### config.mk
export PLATFORM = sky130hd
export DESIGN_NAME = wb_stage
export DESIGN_NICKNAME = d
export VERILOG_FILES = /design/src/rtl/core_pkg.sv /design/src/rtl/wb_stage_load_align.sv /design/src/rtl/wb_stage.sv
export SDC_FILE = /design/constraint.sdc
export NUM_CORES = 1
export LEC_CHECK = 0
export CORE_UTILIZATION = 49
export DETAILED_ROUTE_END_ITERATION = 8
export HOLD_SLACK_MARGIN = 0.06
export PLACE_DENSITY = 0.86
export SLEW_MARGIN = 20
export SYNTH_ARGS = -nofsm -noshare
export SYNTH_HDL_FRONTEND = slang
export SYNTH_SLANG_ARGS = --single-unit
export TNS_END_PERCENT = 100
### constraint.sdc
create_clock -name clk -period 4.6 [get_ports clk]
set_clock_uncertainty 0.15 [all_clocks]
set_input_delay 0.46 -clock clk [delete_from_list [all_inputs] [get_ports clk]]
set_output_delay 0.46 -clock clk [all_outputs]
set_load 0.05 [all_outputs]
### src/rtl/core_pkg.sv
// Shared core types: load/store kind, load length encodings, writeback FSM states.
package core_pkg;
    localparam int XLEN = 32;
    localparam int NREG = 32;

    typedef enum logic [1:0] {
        NONE  = 2'b00,
        LOAD  = 2'b01,
        STORE = 2'b10
    } ls_e;

    typedef enum logic [2:0] {
        LB  = 3'b000,
        LH  = 3'b001,
        LW  = 3'b010,
        LBU = 3'b100,
        LHU = 3'b101
    } len_e;

    typedef enum logic [1:0] {
        IDLE,
        WAIT_MEM,
        WRITE
    } wb_state_e;

    // Encoding 11 is reserved and behaves like a plain ALU op.
    function automatic ls_e decode_ls(input logic [1:0] ls);
        return (ls == 2'b11) ? NONE : ls_e'(ls);
    endfunction
endpackage

### src/rtl/wb_stage_load_align.sv
// load_align: picks the addressed byte/half out of a memory word and extends it.
module load_align
    import core_pkg::*;
#(
    parameter int XLEN = 32
) (
    input  logic [XLEN-1:0] mem_rdata,
    input  logic [1:0]      offset,
    input  logic [2:0]      length,
    output logic [XLEN-1:0] data,
    output logic            misalign
);
    logic [7:0]  w_byte;
    logic [15:0] w_half;

    assign w_byte = mem_rdata[{offset, 3'b000} +: 8];
    assign w_half = mem_rdata[{offset[1], 4'b0000} +: 16];

    always_comb begin
        data     = '0;
        misalign = 1'b0;
        case (length)
            LB:  data = {{(XLEN-8){w_byte[7]}}, w_byte};
            LBU: data = {{(XLEN-8){1'b0}}, w_byte};
            LH: begin
                data     = {{(XLEN-16){w_half[15]}}, w_half};
                misalign = offset[0];
            end
            LHU: begin
                data     = {{(XLEN-16){1'b0}}, w_half};
                misalign = offset[0];
            end
            LW: begin
                data     = mem_rdata;
                misalign = (offset != 2'b00);
            end
            default: misalign = 1'b1;
        endcase
    end
endmodule

### src/rtl/wb_stage.sv
// Writeback stage: waits for load data, aligns it and drives the regfile write port.
// Optional WB_FWD_EN adds a bypass port for Decode.
module wb_stage
    import core_pkg::*;
#(
    parameter int XLEN = 32,
    parameter int NREG = 32
) (
    input  logic                     clk,
    input  logic                     rst,
    input  logic                     in_valid,
    output logic                     in_ready,
    input  logic [$clog2(NREG)-1:0]  in_rdAddr,
    input  logic [XLEN-1:0]          in_result,
    input  logic [1:0]               in_LS,
    input  logic [2:0]               in_Length,
    input  logic                     in_regWrite,
    input  logic                     mem_rvalid,
    input  logic [XLEN-1:0]          mem_rdata,
    output logic [$clog2(NREG)-1:0]  rdAddr,
    output logic [XLEN-1:0]          rd,
    output logic                     Load,
    output logic                     misalign,
    output logic [31:0]              retire_cnt
`ifdef WB_FWD_EN
    ,
    output logic                     fwd_valid,
    output logic [$clog2(NREG)-1:0]  fwd_addr,
    output logic [XLEN-1:0]          fwd_data
`endif
);
    localparam int AW = $clog2(NREG);

    wb_state_e       r_state;
    logic [AW-1:0]   r_h_addr;
    logic [1:0]      r_h_off;
    logic [2:0]      r_h_len;
    logic            r_h_we;

    logic            w_accept;
    ls_e             w_in_ls;
    logic [XLEN-1:0] w_al_data;
    logic            w_al_mis;
    logic            w_ret;
    logic            w_ret_we;
    logic            w_ret_mis;
    logic [AW-1:0]   w_ret_addr;
    logic [XLEN-1:0] w_ret_data;

    assign in_ready = (r_state == IDLE) || (r_state == WRITE);
    assign w_accept = in_valid && in_ready;
    assign w_in_ls  = decode_ls(in_LS);

    load_align #(.XLEN(XLEN)) u_align (
        .mem_rdata (mem_rdata),
        .offset    (r_h_off),
        .length    (r_h_len),
        .data      (w_al_data),
        .misalign  (w_al_mis)
    );

    // Retirement happens on the edge that enters WRITE: either a non-load
    // accepted now, or the pending load seeing its data.
    always_comb begin
        w_ret      = 1'b0;
        w_ret_we   = 1'b0;
        w_ret_mis  = 1'b0;
        w_ret_addr = in_rdAddr;
        w_ret_data = in_result;
        if (r_state == WAIT_MEM) begin
            w_ret      = mem_rvalid;
            w_ret_addr = r_h_addr;
            w_ret_data = w_al_data;
            w_ret_mis  = w_al_mis;
            w_ret_we   = r_h_we && !w_al_mis;
        end else begin
            w_ret    = w_accept && (w_in_ls != LOAD);
            w_ret_we = in_regWrite && (w_in_ls != STORE);
        end
        w_ret_we = w_ret && w_ret_we && (w_ret_addr != '0);
    end

    always_ff @(posedge clk) begin
        if (rst) begin
            r_state    <= IDLE;
            r_h_addr   <= '0;
            r_h_off    <= '0;
            r_h_len    <= '0;
            r_h_we     <= 1'b0;
            Load       <= 1'b0;
            misalign   <= 1'b0;
            rdAddr     <= '0;
            rd         <= '0;
            retire_cnt <= '0;
        end else begin
            Load     <= w_ret_we;
            misalign <= w_ret && w_ret_mis;
            if (w_ret)
                retire_cnt <= retire_cnt + 32'd1;
            if (w_ret_we) begin
                rdAddr <= w_ret_addr;
                rd     <= w_ret_data;
            end
            if (w_accept) begin
                r_h_addr <= in_rdAddr;
                r_h_off  <= in_result[1:0];
                r_h_len  <= in_Length;
                r_h_we   <= in_regWrite;
            end
            case (r_state)
                IDLE, WRITE: begin
                    if (w_accept)
                        r_state <= (w_in_ls == LOAD) ? WAIT_MEM : WRITE;
                    else
                        r_state <= IDLE;
                end
                WAIT_MEM: begin
                    if (mem_rvalid)
                        r_state <= WRITE;
                end
                default: r_state <= IDLE;
            endcase
        end
    end

`ifdef WB_FWD_EN
    // While a load is outstanding Decode sees its destination so it can stall.
    assign fwd_valid = Load && (r_state != WAIT_MEM);
    assign fwd_addr  = (r_state == WAIT_MEM) ? r_h_addr : rdAddr;
    assign fwd_data  = rd;
`endif
endmodule

Yosys cells after proc, flatten, opt, wreduce, memory -nomap -nowiden
Index checks and enable logic that the tools add are counted.
- register bits after elaboration: 84
- output and inout port bits: 72
- bits of input ports: 79
- logic and storage cells: 52
- shift operators: 2
- reductions and logical operators: 16
- multiplexer cells: 12
- add/subtract/negate cells: 1
- equal/unequal tests: 11
- operators with widths (kind ; count):
    32-bit case mux with 5 select lines ; 1
    32-bit by 1-bit adder with 32-bit output, second input constant ; 1
    32-bit 2-to-1 mux ; 1
    32-bit by 6-bit variable part select with 16-bit output ; 1
    32-bit by 6-bit variable part select with 8-bit output ; 1
    2-bit 2-to-1 mux ; 4
    1-bit logical AND ; 7
    3-bit == test, second input constant ; 2
    2-bit OR reduction ; 3
    5-bit 2-to-1 mux ; 1
    5-bit nonzero test ; 1
    2-bit by 1-bit == test with 1-bit output, second input constant ; 2
    2-bit == test, second input constant ; 2
    2-bit inequality test, second input constant ; 2
    2-bit case mux with 2 select lines ; 1
    3-bit by 1-bit == test with 1-bit output, second input constant ; 1
    3-bit by 2-bit == test with 1-bit output, second input constant ; 1
    3-bit logical NOT ; 1
    1-bit 2-to-1 mux ; 3
    1-bit case mux with 3 select lines ; 1
    2-bit logical NOT ; 1
    2-bit by 1-bit inequality test with 1-bit output, second input constant ; 1
    2-bit nonzero test ; 1
    1-bit logical NOT ; 1
    1-bit logical OR ; 1

Logic depth before layout (Yosys ltp)
- word-level depth: 8
- mapped depth: 8
- gate-level depth less buffers: 5

By module
Synthesis repeated with hierarchy kept, for this count alone.
- cells, all modules: 524
- area total of the unflattened synthesis: 4699.5 um^2
- by module, submodules not included (module ; instances ; area each (um^2) ; cells each):
    wb_stage ; 1 ; 3799.9 ; 416
    load_align ; 1 ; 899.6 ; 108

Worst setup path after synthesis
No wires, ideal clock.
- kind: register -> register
- from: reg retire_cnt[7]
- to: reg retire_cnt[31]
- stages on the path, launching flop included: 6
- arrival: 2428 ps
- setup slack: 1952 ps
- required time: 4380 ps
- path buffers: 0
- cells stage by stage: dfxtp_1 -> nand4_4 -> or4_1 -> or4_4 -> or3_1 -> a21oi_1
- longest elaborated chain between the ends: 1
- RTL lines (element ; line ; RTL):
    start: declaration ; wb_stage.sv:24 ; output logic [31:0] retire_cnt
    start signal: assignment ; wb_stage.sv:99 ; retire_cnt <= retire_cnt + 32'd1;
    32-bit by 1-bit adder with 32-bit output ; wb_stage.sv:99 ;
No other way between the ends.
A chain may end at the register's enable or synchronous reset.

Worst setup path after layout
- from: reg r_state[1]
- to: reg rd[16]
- longest elaborated chain between the ends: 7
- RTL lines (element ; line ; RTL):
    start: declaration ; wb_stage.sv:34 ; wb_state_e r_state;
    start signal: assignment ; wb_stage.sv:113 ; r_state <= (w_in_ls == LOAD) ? WAIT_MEM : WRITE;
    2-bit == test / 2-bit logical NOT (equally long branches) ; wb_stage.sv:50 ; assign in_ready = (r_state == IDLE) || (r_state == WRITE);
    1-bit logical OR ; wb_stage.sv:50 ;
    1-bit logical AND ; wb_stage.sv:51 ; assign w_accept = in_valid && in_ready;
    1-bit logical AND ; wb_stage.sv:77 ; w_ret = w_accept && (w_in_ls != LOAD);
    1-bit 2-to-1 mux ; wb_stage.sv:70 ; if (r_state == WAIT_MEM) begin
    1-bit logical AND (2 in a row) ; wb_stage.sv:80 ; w_ret_we = w_ret && w_ret_we && (w_ret_addr != '0);
    end signal: assignment ; wb_stage.sv:102 ; rd <= w_ret_data;
    end: declaration ; wb_stage.sv:21 ; output logic [XLEN-1:0] rd,
Parallel ways exist; a longest one is shown, timed or not.

==> qor.csv <==
metric,value,unit
h-tree-depth,3,
max-cap-violations,0,
grt_pass1_wl,21000,microns
grt_use_met3,4.98,%
synth-simple-area-share,22.6,%
setup_ws,1590,ps
gp_congestion,0.887,
multi_input_area,0.00250,sq mm
worstHoldStart,r_h_addr[4],
die_h,96.1,microns
antenna_cells,0,
worstPathArrival,3070,ps
yosysUniqueCellTypes,44,
synth-xor-area-share,5.04,%
use_met1,37.6,%
io_pins,151,
port_buffers,150,
avgRoutedWirePerCell,17.6,microns
peakVddDrop,189,uV
utilization,72.9,%
postSynth.asyncResetShare,0,%
start_kind,flip-flop,
r2r-start,r_state[1],
drtPass1Iterations,5,
ant_nets,0,
max_slew_margin,43.3,%
netlist_area,0.00434,sq mm
synth-seq-area-share,38.7,%
yosys-mux-area-fraction,4.49,%
core_area,0.00838,sq mm
dieArea,0.00924,sq mm
seq_area,0.00168,sq mm
place_ws,1580,ps
endpoint_kind,flip-flop,
num_rows,33,
synth-main-ff-cell,dfxtp_1,
nFillCells,662,
crit_fanout,38,
outcome,finished clean,
layout-drive-gt1-share,7.45,%
ys_top_cells_by_area,"dfxtp_1 (39%), a21oi_1 (8.4%), a211oi_1 (8.0%)",
clkLatencyLatePin,360,ps
post_cts_buffers,0,
fmax,333,MHz
cts_made_buffers,9,
p_leak,2.10,nW
worst_slew_pin_slew,849,ps
root_buffer,clkbuf_8,
synth_top_area_share,38.7,%
yosysWarningCount,0,
totalWireLength,13400,microns
hold_violations,0,
crit_start,r_state[1],
antenna_found_initial,0,
grt.overflow.total,0,
setup-violations-final,0,
syn_to_final_growth,40.7,%
rsz0062_at_grt,false,
cts_tree,yes,
layout.nets,733,
initial_core_util,51.8,%
grt_busiest_layer,met2,
clock_path_buffers,2,
maxSlewViolCount,0,
cts-resized-gates,0,
power_frac_comb,23.1,%
hp-class,reg -> reg,
synth_compound_area_share,24.3,%
drc,0,
powerDensity,289,mW/mm^2
power.internal,1.24,mW
drt-initial-drc-count,416,
finalCritPeriodShare,65.3,%
syn_nets,609,
p_switching,0.534,mW
synth_fa_ha_area_share,0.288,%
synth_top_family_by_area,compound AO/OA/AOI/OAI gates,
cts-hold-fix-buffers,0,
worst-setup-path-type,reg -> reg,
ys_ff_latch,84,
cts.sinks,84,
synth-edff-count,0,
viasPerCell,6.08,
grt_max_degree,56,
grt_util_all_layers,29.4,%
place_hpwl,9460,microns
syn_inst,529,
dp.cells,747,
worstPathRequired,4660,ps
period_needed,3010,ps
die_w,96.1,microns
synth_top_area_cell,dfxtp_1,
synthesis.area_per_instance,8.21,sq um
clkTransAtPathRegs,80,ps
seqPwrFrac,44.3,%
fin_hold_ws,332,ps
power_frac_clock,32.6,%
vias,4638,
grt_pass1_vias,4344,
use_met2,47.5,%
p_sw_share,30.2,%
setup_tns,0,ps
fin_cells,763,
==> critical path, stage by stage (launching register included) <==
cell,delay [ps]
dfxtp_1,350
nand2b_1,300
buf_4,410
nor3_1,140
a21oi_2,120
buf_4,370
and2_1,490
buf_4,380
a211oi_1,140
==> routing by layer <==
metal	up-vias	part of all wire, %
li1	2201	-
met1	2144	42
met2	245	45
met3	48	8.7
met4	0	4.2
met5	-	0
==> path summary, 6_finish.rpt <==
check                           slack [ps]          end  cells after the start
worst min-delay path                   330  r_h_addr[4]                      2
worst max register to register        1590       rd[16]                      8
worst min register to register         330  r_h_addr[4]                      2
worst max-delay path                  1590       rd[16]                      8
==> metrics by stage <==
| stage | power [mW] | cell area [sq um] |
|---|---|---|
| finish | 1.77 | 6110 |
| global route | 1.83 | 6110 |
| CTS | 1.77 | 6110 |
| detailed placement | 1.20 | 5900 |
| global placement | 1.20 | 5900 |
| floorplan | 1.04 | 4340 |
==> cells by family (layout without fill, tap and decap cells) <==
| family | Yosys count | after routing |
|---|---|---|
| mux | 17 | 17 |
| compound gates | 163 | 163 |
| simple gates | 188 | 188 |
| buf+inv | 51 | 180 |
| flops | 84 | 84 |
| xor+xnor | 25 | 25 |
| fa+ha+maj | 1 | 1 |
==> layout by cell type (no fill, tap or decap), types with 4 or more instances in the layout <==
| cell type | netlist | routed |
|---|---|---|
| clkdlybuf4s50_1 | 0 | 149 |
| mux2i_1 | 6 | 6 |
| dfxtp_1 | 84 | 84 |
| nor2b_1 | 6 | 5 |
| buf_4 | 0 | 10 |
| a221oi_1 | 6 | 6 |
| nand2b_1 | 6 | 6 |
| a2bb2oi_1 | 7 | 6 |
| a21oi_1 | 73 | 72 |
| nand2_1 | 53 | 53 |
| mux2_2 | 10 | 10 |
| and4_1 | 5 | 5 |
| inv_1 | 4 | 4 |
| clkbuf_8 | 0 | 9 |
| xor2_1 | 5 | 5 |
| nand4_1 | 6 | 6 |
| nor2_1 | 36 | 36 |
| nor4b_1 | 4 | 4 |
| and3_1 | 23 | 23 |
| a311oi_1 | 8 | 7 |
| nor3_1 | 7 | 7 |
| a211oi_1 | 46 | 46 |
| o21ai_0 | 11 | 11 |
| nand3_1 | 13 | 13 |
| nor4_1 | 14 | 14 |
| xnor2_1 | 20 | 20 |
==> Yosys cell counts (all sizes together) (3+ instances only) <==
cell and count:
a31o 3, a2bb2oi 7, dfxtp 84, mux2 10, inv 4, xor2 5
and2 4, nor2 36, nand3 13, a311oi 8, a21oi 73, nand2b 6
clkbuf 37, o21ai 11, and4 5, nor2b 6, a221oi 6, xnor2 20
or3 3, a211oi 46, nand4 7, nor4b 4, nor3 7, nor3b 3
mux2i 6, nor4 14, and3 23, or4 3, nand2 53, buf 10
a22oi 3
==> power groups by stage <==
stage	combinational, mW	clock, mW	sequential, mW
6_report	0.409	0.576	0.784
5_1_grt	0.434	0.608	0.788
4_1_cts	0.406	0.583	0.783
3_5_place_dp	0.404	0	0.800
3_3_place_gp	0.399	0	0.799
2_1_floorplan	0.155	0	0.880
==> cell type report <==
type                            instances  area share (%)
Clock buffer                           10            2.09
Clock inverter                          6            1.41
Inverter                                4           0.246
Multi-Input combinational cell        394            40.9
Sequential cell                        84            27.5
Tap cell                              105            2.15
Timing Repair Buffer                  160            25.7
==> registers in the layout (all words and copies together) (netlist names) <==
register and flops:
rd 32, retire_cnt 32, r_h_addr 5, rdAddr 5
r_h_len 3, r_h_off 2, r_state 2, Load 1
misalign 1, r_h_we 1
Note: power is estimated with default switching activity, not from simulation.
